--- config.mk ---
export PLATFORM = sky130hd
export DESIGN_NAME = change_payout_ctrl
export DESIGN_NICKNAME = d
export VERILOG_FILES = /design/src/rtl/change_payout_ctrl_pkg.sv /design/src/rtl/change_payout_ctrl_inv_counter.sv /design/src/rtl/change_payout_ctrl.sv
export SDC_FILE = /design/constraint.sdc
export NUM_CORES = 1
export LEC_CHECK = 0
export BUFFER_PORTS_ARGS = -buffer_cell sky130_fd_sc_hd__buf_4
export CELL_PAD_IN_SITES_DETAIL_PLACEMENT = 1
export CELL_PAD_IN_SITES_GLOBAL_PLACEMENT = 1
export CORE_ASPECT_RATIO = 1.2
export CORE_UTILIZATION = 48
export CTS_CLUSTER_SIZE = 10
export DETAILED_ROUTE_END_ITERATION = 12
export GPL_TIMING_DRIVEN = 0
export PLACE_DENSITY_LB_ADDON = 0.1
export SETUP_SLACK_MARGIN = 0.4
export SLEW_MARGIN = 20
export SYNTH_ARGS = -nofsm -noshare
export SYNTH_HDL_FRONTEND = slang
export SYNTH_SLANG_ARGS = --single-unit
export TNS_END_PERCENT = 20
--- constraint.sdc ---
create_clock -name clk -period 7.35 [get_ports clk]
set_input_delay 0.3675 -clock clk [delete_from_list [all_inputs] [get_ports clk]]
set_output_delay 0.3675 -clock clk [all_outputs]
set_load 0.03 [all_outputs]
--- src/rtl/change_payout_ctrl_pkg.sv ---
// Shared vending types: payout FSM states,
// completion status codes and coin values.
package change_payout_ctrl_pkg;

  typedef enum logic [2:0] {
    S_IDLE,
    S_CHECK,
    S_SELECT,
    S_EJECT,
    S_WAIT,
    S_DONE
  } state_e;

  localparam logic [1:0] ST_OK      = 2'b00;
  localparam logic [1:0] ST_SHORT   = 2'b01;
  localparam logic [1:0] ST_TIMEOUT = 2'b10;

  localparam int COIN_HI = 2;
  localparam int COIN_LO = 1;

endpackage

--- src/rtl/change_payout_ctrl_inv_counter.sv ---
// Saturating coin inventory counter: adds refill, subtracts one
// committed coin. Ports: clk, reset, refill_valid, refill, dec, count.
module inv_counter #(
  parameter int W = 6,
  parameter logic [W-1:0] INIT = '0
) (
  input  logic         clk,
  input  logic         reset,
  input  logic         refill_valid,
  input  logic [W-1:0] refill,
  input  logic         dec,
  output logic [W-1:0] count
);

  localparam logic [W:0] MAX = {1'b0, {W{1'b1}}};

  logic [W-1:0] count_q;
  logic [W-1:0] count_d;
  logic [W:0]   sum;
  logic [W:0]   net;

  // One extra bit holds inv + refill before clamping.
  always_comb begin
    sum = {1'b0, count_q};
    if (refill_valid) begin
      sum = sum + {1'b0, refill};
    end
    net = sum;
    if (dec) begin
      net = (sum == '0) ? '0 : sum - 1'b1;
    end
    if (net > MAX) begin
      count_d = MAX[W-1:0];
    end else begin
      count_d = net[W-1:0];
    end
  end

  always_ff @(posedge clk or posedge reset) begin
    if (reset) begin
      count_q <= INIT;
    end else begin
      count_q <= count_d;
    end
  end

  assign count = count_q;

endmodule

--- src/rtl/change_payout_ctrl.sv ---
// Change payout sequencer: checks inventory, then ejects coins one
// at a time (2-unit first) with a per-coin ack timeout.
// Ports: req_* from sale FSM, hop*_pulse/hop_done to hopper,
// refill_*, done_* completion, inv*_count, busy.
module change_payout_ctrl
  import change_payout_ctrl_pkg::*;
#(
  parameter int AMT_W       = 4,
  parameter int INV_W       = 6,
  parameter int HOP_TIMEOUT = 15,
  parameter int INIT_INV2   = 8,
  parameter int INIT_INV1   = 8
) (
  input  logic             clk,
  input  logic             reset,
  input  logic             req_valid,
  input  logic [AMT_W-1:0] req_amount,
  output logic             req_ready,
  output logic             hop2_pulse,
  output logic             hop1_pulse,
  input  logic             hop_done,
  input  logic             refill_valid,
  input  logic [INV_W-1:0] refill2,
  input  logic [INV_W-1:0] refill1,
  output logic             done_valid,
  output logic [1:0]       done_status,
  output logic [AMT_W-1:0] paid_amount,
  output logic [INV_W-1:0] inv2_count,
  output logic [INV_W-1:0] inv1_count,
  output logic             busy
);

  localparam int TW = $clog2(HOP_TIMEOUT + 1);
  localparam int MW = (AMT_W > INV_W) ? AMT_W : INV_W;
  localparam int CW = MW + 2;

  state_e           state_q, state_d;
  logic [AMT_W-1:0] rem_q, rem_d;
  logic [AMT_W-1:0] paid_q, paid_d;
  logic [TW-1:0]    timer_q, timer_d;
  logic             sel_hi_q, sel_hi_d;
  logic             hop2_q, hop2_d;
  logic             hop1_q, hop1_d;
  logic             done_q, done_d;
  logic [1:0]       status_q, status_d;
  logic [AMT_W-1:0] pout_q, pout_d;

  logic [CW-1:0]    half;
  logic [CW-1:0]    inv2_w;
  logic [CW-1:0]    n2;
  logic [CW-1:0]    need1;
  logic [AMT_W-1:0] coin;

  inv_counter #(
    .W    (INV_W),
    .INIT (INV_W'(INIT_INV2))
  ) u_inv2 (
    .clk          (clk),
    .reset        (reset),
    .refill_valid (refill_valid),
    .refill       (refill2),
    .dec          (hop2_q),
    .count        (inv2_count)
  );

  inv_counter #(
    .W    (INV_W),
    .INIT (INV_W'(INIT_INV1))
  ) u_inv1 (
    .clk          (clk),
    .reset        (reset),
    .refill_valid (refill_valid),
    .refill       (refill1),
    .dec          (hop1_q),
    .count        (inv1_count)
  );

  // Feasibility: greedy 2-unit count, remainder must fit in 1s.
  always_comb begin
    half   = CW'(rem_q >> 1);
    inv2_w = CW'(inv2_count);
    n2     = (half < inv2_w) ? half : inv2_w;
    need1  = CW'(rem_q) - (n2 << 1);
  end

  assign coin = sel_hi_q ? AMT_W'(COIN_HI) : AMT_W'(COIN_LO);

  always_comb begin
    state_d  = state_q;
    rem_d    = rem_q;
    paid_d   = paid_q;
    timer_d  = timer_q;
    sel_hi_d = sel_hi_q;
    status_d = status_q;
    pout_d   = pout_q;
    unique case (state_q)
      S_IDLE: begin
        if (req_valid) begin
          rem_d   = req_amount;
          paid_d  = '0;
          timer_d = '0;
          state_d = S_CHECK;
        end
      end
      S_CHECK: begin
        if (need1 > CW'(inv1_count)) begin
          status_d = ST_SHORT;
          pout_d   = '0;
          state_d  = S_DONE;
        end else begin
          state_d = S_SELECT;
        end
      end
      S_SELECT: begin
        if (rem_q == '0) begin
          status_d = ST_OK;
          pout_d   = paid_q;
          state_d  = S_DONE;
        end else begin
          sel_hi_d = (rem_q >= AMT_W'(COIN_HI))
                   && (inv2_count != '0);
          state_d  = S_EJECT;
        end
      end
      S_EJECT: begin
        timer_d = '0;
        state_d = S_WAIT;
      end
      S_WAIT: begin
        if (hop_done) begin
          rem_d   = rem_q - coin;
          paid_d  = paid_q + coin;
          state_d = S_SELECT;
        end else if (timer_q == TW'(HOP_TIMEOUT - 1)) begin
          status_d = ST_TIMEOUT;
          pout_d   = paid_q;
          state_d  = S_DONE;
        end else begin
          timer_d = timer_q + 1'b1;
        end
      end
      S_DONE: begin
        state_d = S_IDLE;
      end
      default: begin
        state_d = S_IDLE;
      end
    endcase
    // Pulses are registered so they line up with EJECT/DONE.
    hop2_d = (state_d == S_EJECT) && sel_hi_d;
    hop1_d = (state_d == S_EJECT) && !sel_hi_d;
    done_d = (state_d == S_DONE);
  end

  always_ff @(posedge clk or posedge reset) begin
    if (reset) begin
      state_q  <= S_IDLE;
      rem_q    <= '0;
      paid_q   <= '0;
      timer_q  <= '0;
      sel_hi_q <= 1'b0;
      hop2_q   <= 1'b0;
      hop1_q   <= 1'b0;
      done_q   <= 1'b0;
      status_q <= ST_OK;
      pout_q   <= '0;
    end else begin
      state_q  <= state_d;
      rem_q    <= rem_d;
      paid_q   <= paid_d;
      timer_q  <= timer_d;
      sel_hi_q <= sel_hi_d;
      hop2_q   <= hop2_d;
      hop1_q   <= hop1_d;
      done_q   <= done_d;
      status_q <= status_d;
      pout_q   <= pout_d;
    end
  end

  assign req_ready   = (state_q == S_IDLE);
  assign busy        = (state_q != S_IDLE);
  assign hop2_pulse  = hop2_q;
  assign hop1_pulse  = hop1_q;
  assign done_valid  = done_q;
  assign done_status = status_q;
  assign paid_amount = pout_q;

endmodule

==> impl_metrics.yaml, run 1 <==
run_status:
  outcome: "complete, no violations"
grt:
  antenna_found_initial: 0
  grt_pass1_wl_mm: 15.9
  grt_start_max_net_pins: 23
  grt_usage: 0.281
  grt_pass1_vias: 3379
  grt_overflow_total: 0
timing:
  rsz0062_at_grt: "no"
  hold_viol_final: 0
  post-route-period-util: 0.642
  slew_violations: 0
  worst_slack_ns: 2.63
  worst_slew_pin_slew_ns: 0.982
  period_needed_ns: 4.72
  tns_ns: 0
  fmaxAchievable_mhz: 212
  relSlewSlack: 0.340
  setup_viol: 0
  fin_worst_skew_ns: 0.0106
die:
  ios: 44
  row_count: 32
  core_um2: 6570
  die_area_um2: 7260
  initial_utilization: 0.506
  die_h_um: 93.1
  die_w_um: 77.9
synth:
  syn_area_um2: 3320
  netlist.area_leader.share: 0.264
  synth_edf_count: 0
  syn_inst: 394
  yosys.area.top_type: "dfrtp_1"
  synthFlopType: "dfrtp_1"
  async_flop_share: 1.00
  synth_area_leaders: "dfrtp_1 26%, ha_1 12%, inv_1 4.3%"
  ys_warn_count: 0
  synth-seq-cells: 37
  postSynthAreaPerCell_um2: 8.43
  synthDistinctLibCells: 66
  ys_seq_area_frac: 0.280
  syn_nets: 453
critical_path:
  cp_top_family: "compound AO/OA/AOI/OAI gates"
  cp_slowest_cell: "a31oi_1"
  endpoint_kind: "register"
  worstPathRequired_ns: 7.57
  critPathLaunchType: "register"
  r2r_cells: 17
  worstPathCellList: "inv_1, ha_1, a21boi_0, o21a_1, o21ai_1, mux2_2, ha_1, fa_1, nor2b_1, nor2_1, ha_1, a21oi_1, nand2_1, o21ai_0, a31oi_1, a31oi_1, mux2i_1"
  critPathMostFrequentCell: "ha_1"
  crit_type: "reg -> reg"
  critPathMaxFanout: 6
  slowest_delay_ns: 0.68
  cp_data_arrival_time_ns: 4.94
  critical_path_depth: 17
  crit_buf_inv: 1
route:
  wl_per_cell_um: 18.2
  firstDrtPassIters: 4
  num_vias: 3242
  drc_errors: 0
  dr.first_iter.drc_count: 80
  ant_nets: 0
  vias_per_cell: 6.13
  wl_mm: 9.63
power_and_ir_drop:
  powerDensity_nw_per_um2: 476
  p_leak_uw: 0.00182
  max-vdd-ir-drop_mv: 0.228
clock_network:
  postCtsResizedCells: 0
  post_cts_buffers: 0
  cts_tree: "done"
  clockBufferDepth: 2
  cts_num_sinks: 37
  numCtsBuffers: 5
  clk_latency_ns: 0.30
  ctsHoldBuffers: 0
  cts_root_buf: "clkbuf_8"
  clkTransAtPathRegs_ns: 0.09
  h-tree-depth: 2
placed_design:
  portBuffers: 41
  dp_worst_setup_slack_ns: 2.71
  dp_hpwl_mm: 7.21
  post_dp_cell_area_um2: 3750
  gp_congestion: 0.878
final_layout:
  finalNetCount: 502
  n_antenna_cell: 0
  area_growth_pct: 16.5
  drive_above_1_share: 0.169
  final_common_cell: "buf_4"
  final_area_um2: 3870
  mostFrequentLayoutCells: "41 x buf_4, 37 x inv_1, 35 x nor2_1, 35 x dfrtp_1, 33 x ha_1"
  finalCoreUtilization: 0.589
  num-fill-cells: 813
run:
  drv_cap: 0
hold_path:
  hp-class: "in -> async"
-- cell type report --
class / instances / area (um^2) / share of cell area
sequential: 37 / 928 / 0.240
tap: 85 / 106 / 0.0275
inverter: 39 / 146 / 0.0379
clock buffer: 5 / 68.8 / 0.0178
multi-input combinational: 307 / 2200 / 0.569
buffer: 11 / 43.8 / 0.0113
timing repair buffer: 42 / 328 / 0.0848
clock inverter: 3 / 43.8 / 0.0113
-- report_power, final --
part           internal [uW]  total, uW  switching [uW]
clock network            102        189            86.7
registers                290        394             104
logic                    496       1260             764
total                    887       1840             955
-- per-stage QoR --
step | power (uW) | hold WS (ns) | std cells
final | 1840 | 0.0441 | 529
after global routing | 2000 | 0.0907 | 529
after CTS | 1850 | 0.0646 | 529
after detailed placement | 1630 | 0.397 | 521
after global placement | 1560 | 0.497 | 520
after floorplan | 1270 | 0.504 | 394
-- cells in the mapped netlist (all sizes together), types with 6 or more instances --
| cell type | instances |
|---|---|
| ha | 33 |
| a211oi | 6 |
| nand2b | 6 |
| dfrtp | 35 |
| o31ai | 7 |
| clkbuf | 9 |
| a21oi | 24 |
| nor3 | 9 |
| nand2 | 27 |
| mux2i | 12 |
| o21ai | 29 |
| a31oi | 6 |
| xor2 | 6 |
| nand3 | 10 |
| inv | 39 |
| nand4 | 8 |
| nor2 | 35 |
| a21o | 7 |
-- state kept, by name, summed over array words and instances, names as in the netlist --
name          count
u_inv1.count      6
u_inv2.count      6
paid_amount       4
paid_q            4
rem_q             4
timer_q           4
state_q           3
done_status       2
done_valid        1
hop1_pulse        1
hop2_pulse        1
sel_hi_q          1
-- per-layer routing --
| layer | vias up | share of wire | track usage | routed length [um] |
|---|---|---|---|---|
| li1 | 1544 | - | - | - |
| met1 | 1606 | 0.42 | 0.311 | 4030 |
| met2 | 76 | 0.53 | 0.540 | 5140 |
| met3 | 16 | 0.029 | 0.0302 | 280 |
| met4 | 0 | 0.018 | 0.116 | 177 |
| met5 | - | 0 | 0 | 0 |
-- logic make-up after synthesis --
| family | share of synthesized area |
|---|---|
| XOR/XNOR | 0.0211 |
| adder cells (fa/ha/maj) | 0.154 |
| AND/OR/NAND/NOR | 0.202 |
| multiplexers | 0.0497 |
| AO/OA/AOI/OAI | 0.236 |
| buffers and inverters | 0.0573 |
| flip-flops | 0.280 |
-- final timing paths --
path                                               to  slack [ns]                        from
setup / recovery           paid_amount[0]$_DFFE_PP0P_        2.63   u_inv2.count[1]$_DFF_PP0_
max in group asynchronous   u_inv1.count[3]$_DFF_PP1_        6.73                       reset
min in group clk                 rem_q[1]$_DFFE_PP0P_        0.37               req_amount[1]
hold / removal              u_inv2.count[5]$_DFF_PP0_        0.04                       reset
hold reg to reg            done_status[1]$_DFFE_PP0P_        0.52  done_status[1]$_DFFE_PP0P_
setup reg to reg           paid_amount[0]$_DFFE_PP0P_        2.63   u_inv2.count[1]$_DFF_PP0_
No activity file was read; power rests on OpenSTA's default activity.
==> run 2, diff against run 1 <==
--- a/config.mk
+++ b/config.mk
@@ -9,7 +9,7 @@
 export CELL_PAD_IN_SITES_DETAIL_PLACEMENT = 1
 export CELL_PAD_IN_SITES_GLOBAL_PLACEMENT = 1
 export CORE_ASPECT_RATIO = 1.2
-export CORE_UTILIZATION = 48
+export CORE_UTILIZATION = 40
 export CTS_CLUSTER_SIZE = 10
 export DETAILED_ROUTE_END_ITERATION = 12
 export GPL_TIMING_DRIVEN = 0
==> constraint.sdc (replaced) <==
create_clock -name clk -period 4.23 [get_ports clk]
set_input_delay 0.2115 -clock clk [delete_from_list [all_inputs] [get_ports clk]]
set_output_delay 0.2115 -clock clk [all_outputs]
set_load 0.03 [all_outputs]
==> impl_metrics.yaml, run 2 (synthesized netlist as in run 1, its figures left out) <==
run_status:
  outcome: "complete, no violations"
critical_path:
  cp_slowest_cell: "dfrtp_2"
  worstPathRequired_ns: 4.46
  crit_buf_inv: 2
  critPathLaunchType: "register"
  cp_top_family: "compound AO/OA/AOI/OAI gates"
  cp_data_arrival_time_ns: 3.95
  endpoint_kind: "register"
  slowest_delay_ns: 0.44
  worstPathCellList: "inv_4, ha_1, a21boi_0, o21a_1, o21ai_4, mux2_2, ha_2, fa_2, nor2b_2, nor2_1, ha_1, a21oi_2, buf_4, a31oi_4, a31oi_4, mux2i_1"
  crit_type: "reg -> reg"
  critPathMaxFanout: 6
placed_design:
  portBuffers: 41
  dp_hpwl_mm: 7.19
  gp_congestion: 0.867
final_layout:
  final_common_cell: "buf_4"
  seqCellArea_um2: 931
  drive_above_1_share: 0.221
  mostFrequentLayoutCells: "52 x buf_4, 36 x inv_1, 35 x nor2_1, 33 x dfrtp_1, 31 x ha_1"
  multiInputGateArea_um2: 2280
  n_antenna_cell: 0
  num-fill-cells: 971
  finalNetCount: 514
  area_growth_pct: 21.6
grt:
  grt_overflow_total: 0
  antenna_found_initial: 0
  grt_pass1_vias: 3296
  grt_start_max_net_pins: 25
  grt_pass1_wl_mm: 15.8
  grt_usage: 0.230
timing:
  setup_viol: 0
  slew_violations: 0
  period_needed_ns: 3.72
  rsz0062_at_grt: "no"
  fmaxAchievable_mhz: 269
  hold_viol_final: 0
  relSlewSlack: 0.328
  worst_slew_pin_slew_ns: 0.999
  tns_ns: 0
  post-route-period-util: 0.879
  fin_worst_skew_ns: 0.00986
clock_network:
  numCtsBuffers: 5
  cts_num_sinks: 37
  h-tree-depth: 2
  clkTransAtPathRegs_ns: 0.09
  clk_latency_ns: 0.30
  cts_root_buf: "clkbuf_8"
  clockBufferDepth: 2
  cts_tree: "done"
die:
  ios: 44
  die_area_um2: 8670
  core_um2: 8060
  row_count: 36
  die_w_um: 85.2
  initial_utilization: 0.412
  die_h_um: 102
run:
  drv_cap: 0
route:
  dr.first_iter.drc_count: 77
  wl_per_cell_um: 17.3
  drc_errors: 0
  firstDrtPassIters: 4
  vias_per_cell: 5.83
  num_vias: 3211
  wl_mm: 9.55
  ant_nets: 0
power_and_ir_drop:
  powerDensity_nw_per_um2: 851
  max-vdd-ir-drop_mv: 0.478
  p_leak_uw: 0.00186
  p_total_uw: 3440
hold_path:
  hp-class: "in -> reg"
-- run 2: cell count changes in the layout (fill, tap and decap cells not counted), moves of 2 or more --
| cell | before | now |
|---|---|---|
| a31oi_4 | 0 | 2 |
| o21ai_2 | 0 | 2 |
| buf_4 | 41 | 52 |
| o21ai_0 | 28 | 26 |
| a21oi_1 | 24 | 22 |
| a21oi_2 | 0 | 2 |
| dfrtp_1 | 35 | 33 |
| a31oi_1 | 6 | 4 |
| clkinvlp_4 | 0 | 3 |
| ha_1 | 33 | 31 |
| dfrtp_2 | 0 | 2 |
-- run 2: what timing repair did --
action                     4_1_cts  5_1_grt
pin swaps                        3        6
hold endpoints to repair        13        0
hold buffers                     1        0
resized for setup                5       10
setup endpoints to repair       10        9
setup buffers                    9        2
-- run 2: final cells by class --
class | count | area share
timing repair buffer | 54 | 0.104
tap | 95 | 0.0294
clock buffer | 5 | 0.0170
inverter | 39 | 0.0369
multi-input combinational | 307 | 0.566
buffer | 11 | 0.0108
sequential | 37 | 0.231
clock inverter | 3 | 0.00558
-- run 2: metrics by stage --
stage | util | setup WS [ns] | hold slack [ns] | cells | area [um^2]
finish | 0.501 | 0.510 | 0.205 | 551 | 4040
global route | 0.501 | 0.367 | 0.212 | 551 | 4040
CTS | 0.493 | 0.401 | 0.202 | 549 | 3980
detailed placement | 0.469 | 0.0550 | 0.213 | 531 | 3780
global placement | 0.467 | 0.128 | 0.502 | 530 | 3760
floorplan | - | 0.413 | 0.389 | 394 | 3340
-- run 2: where the power goes --
part	switching (uW)	leakage [uW]	internal, uW
combinational	1450	0.00138	1050
sequential	169	0.000448	506
clock	151	0.0000364	116
total	1770	0.00186	1670
-- run 2: routing by layer --
| layer | global-route usage | part of all wire |
|---|---|---|
| met5 | 0 | 0 |
| met4 | 0.0508 | 0.012 |
| met3 | 0.0234 | 0.024 |
| met2 | 0.444 | 0.54 |
| met1 | 0.275 | 0.43 |
-- run 2: worst reg2reg max path: stages (launching register included) --
cell and delay (ns):
dfrtp_2 0.44, inv_4 0.08, ha_1 0.22, a21boi_0 0.12
o21a_1 0.23, o21ai_4 0.16, mux2_2 0.35, ha_2 0.19
fa_2 0.36, nor2b_2 0.14, nor2_1 0.05, ha_1 0.30
a21oi_2 0.16, buf_4 0.14, a31oi_4 0.12, a31oi_4 0.34
mux2i_1 0.24
-- run 2: path summary, 6_finish.rpt --
| path | startpoint | end | slack (ns) | cells after the start |
|---|---|---|---|---|
| max | u_inv2.count[1]$_DFF_PP0_ | paid_amount[1]$_DFFE_PP0P_ | 0.51 | 16 |
| max in group asynchronous | reset | u_inv2.count[3]$_DFF_PP1_ | 3.27 | 4 |
| min in group asynchronous | reset | done_valid$_DFF_PP0_ | 0.44 | 3 |
| min reg2reg | paid_amount[3]$_DFFE_PP0P_ | paid_amount[3]$_DFFE_PP0P_ | 0.53 | 2 |
| max reg2reg | u_inv2.count[1]$_DFF_PP0_ | paid_amount[1]$_DFFE_PP0P_ | 0.51 | 16 |
| min | req_amount[1] | rem_q[1]$_DFFE_PP0P_ | 0.20 | 3 |
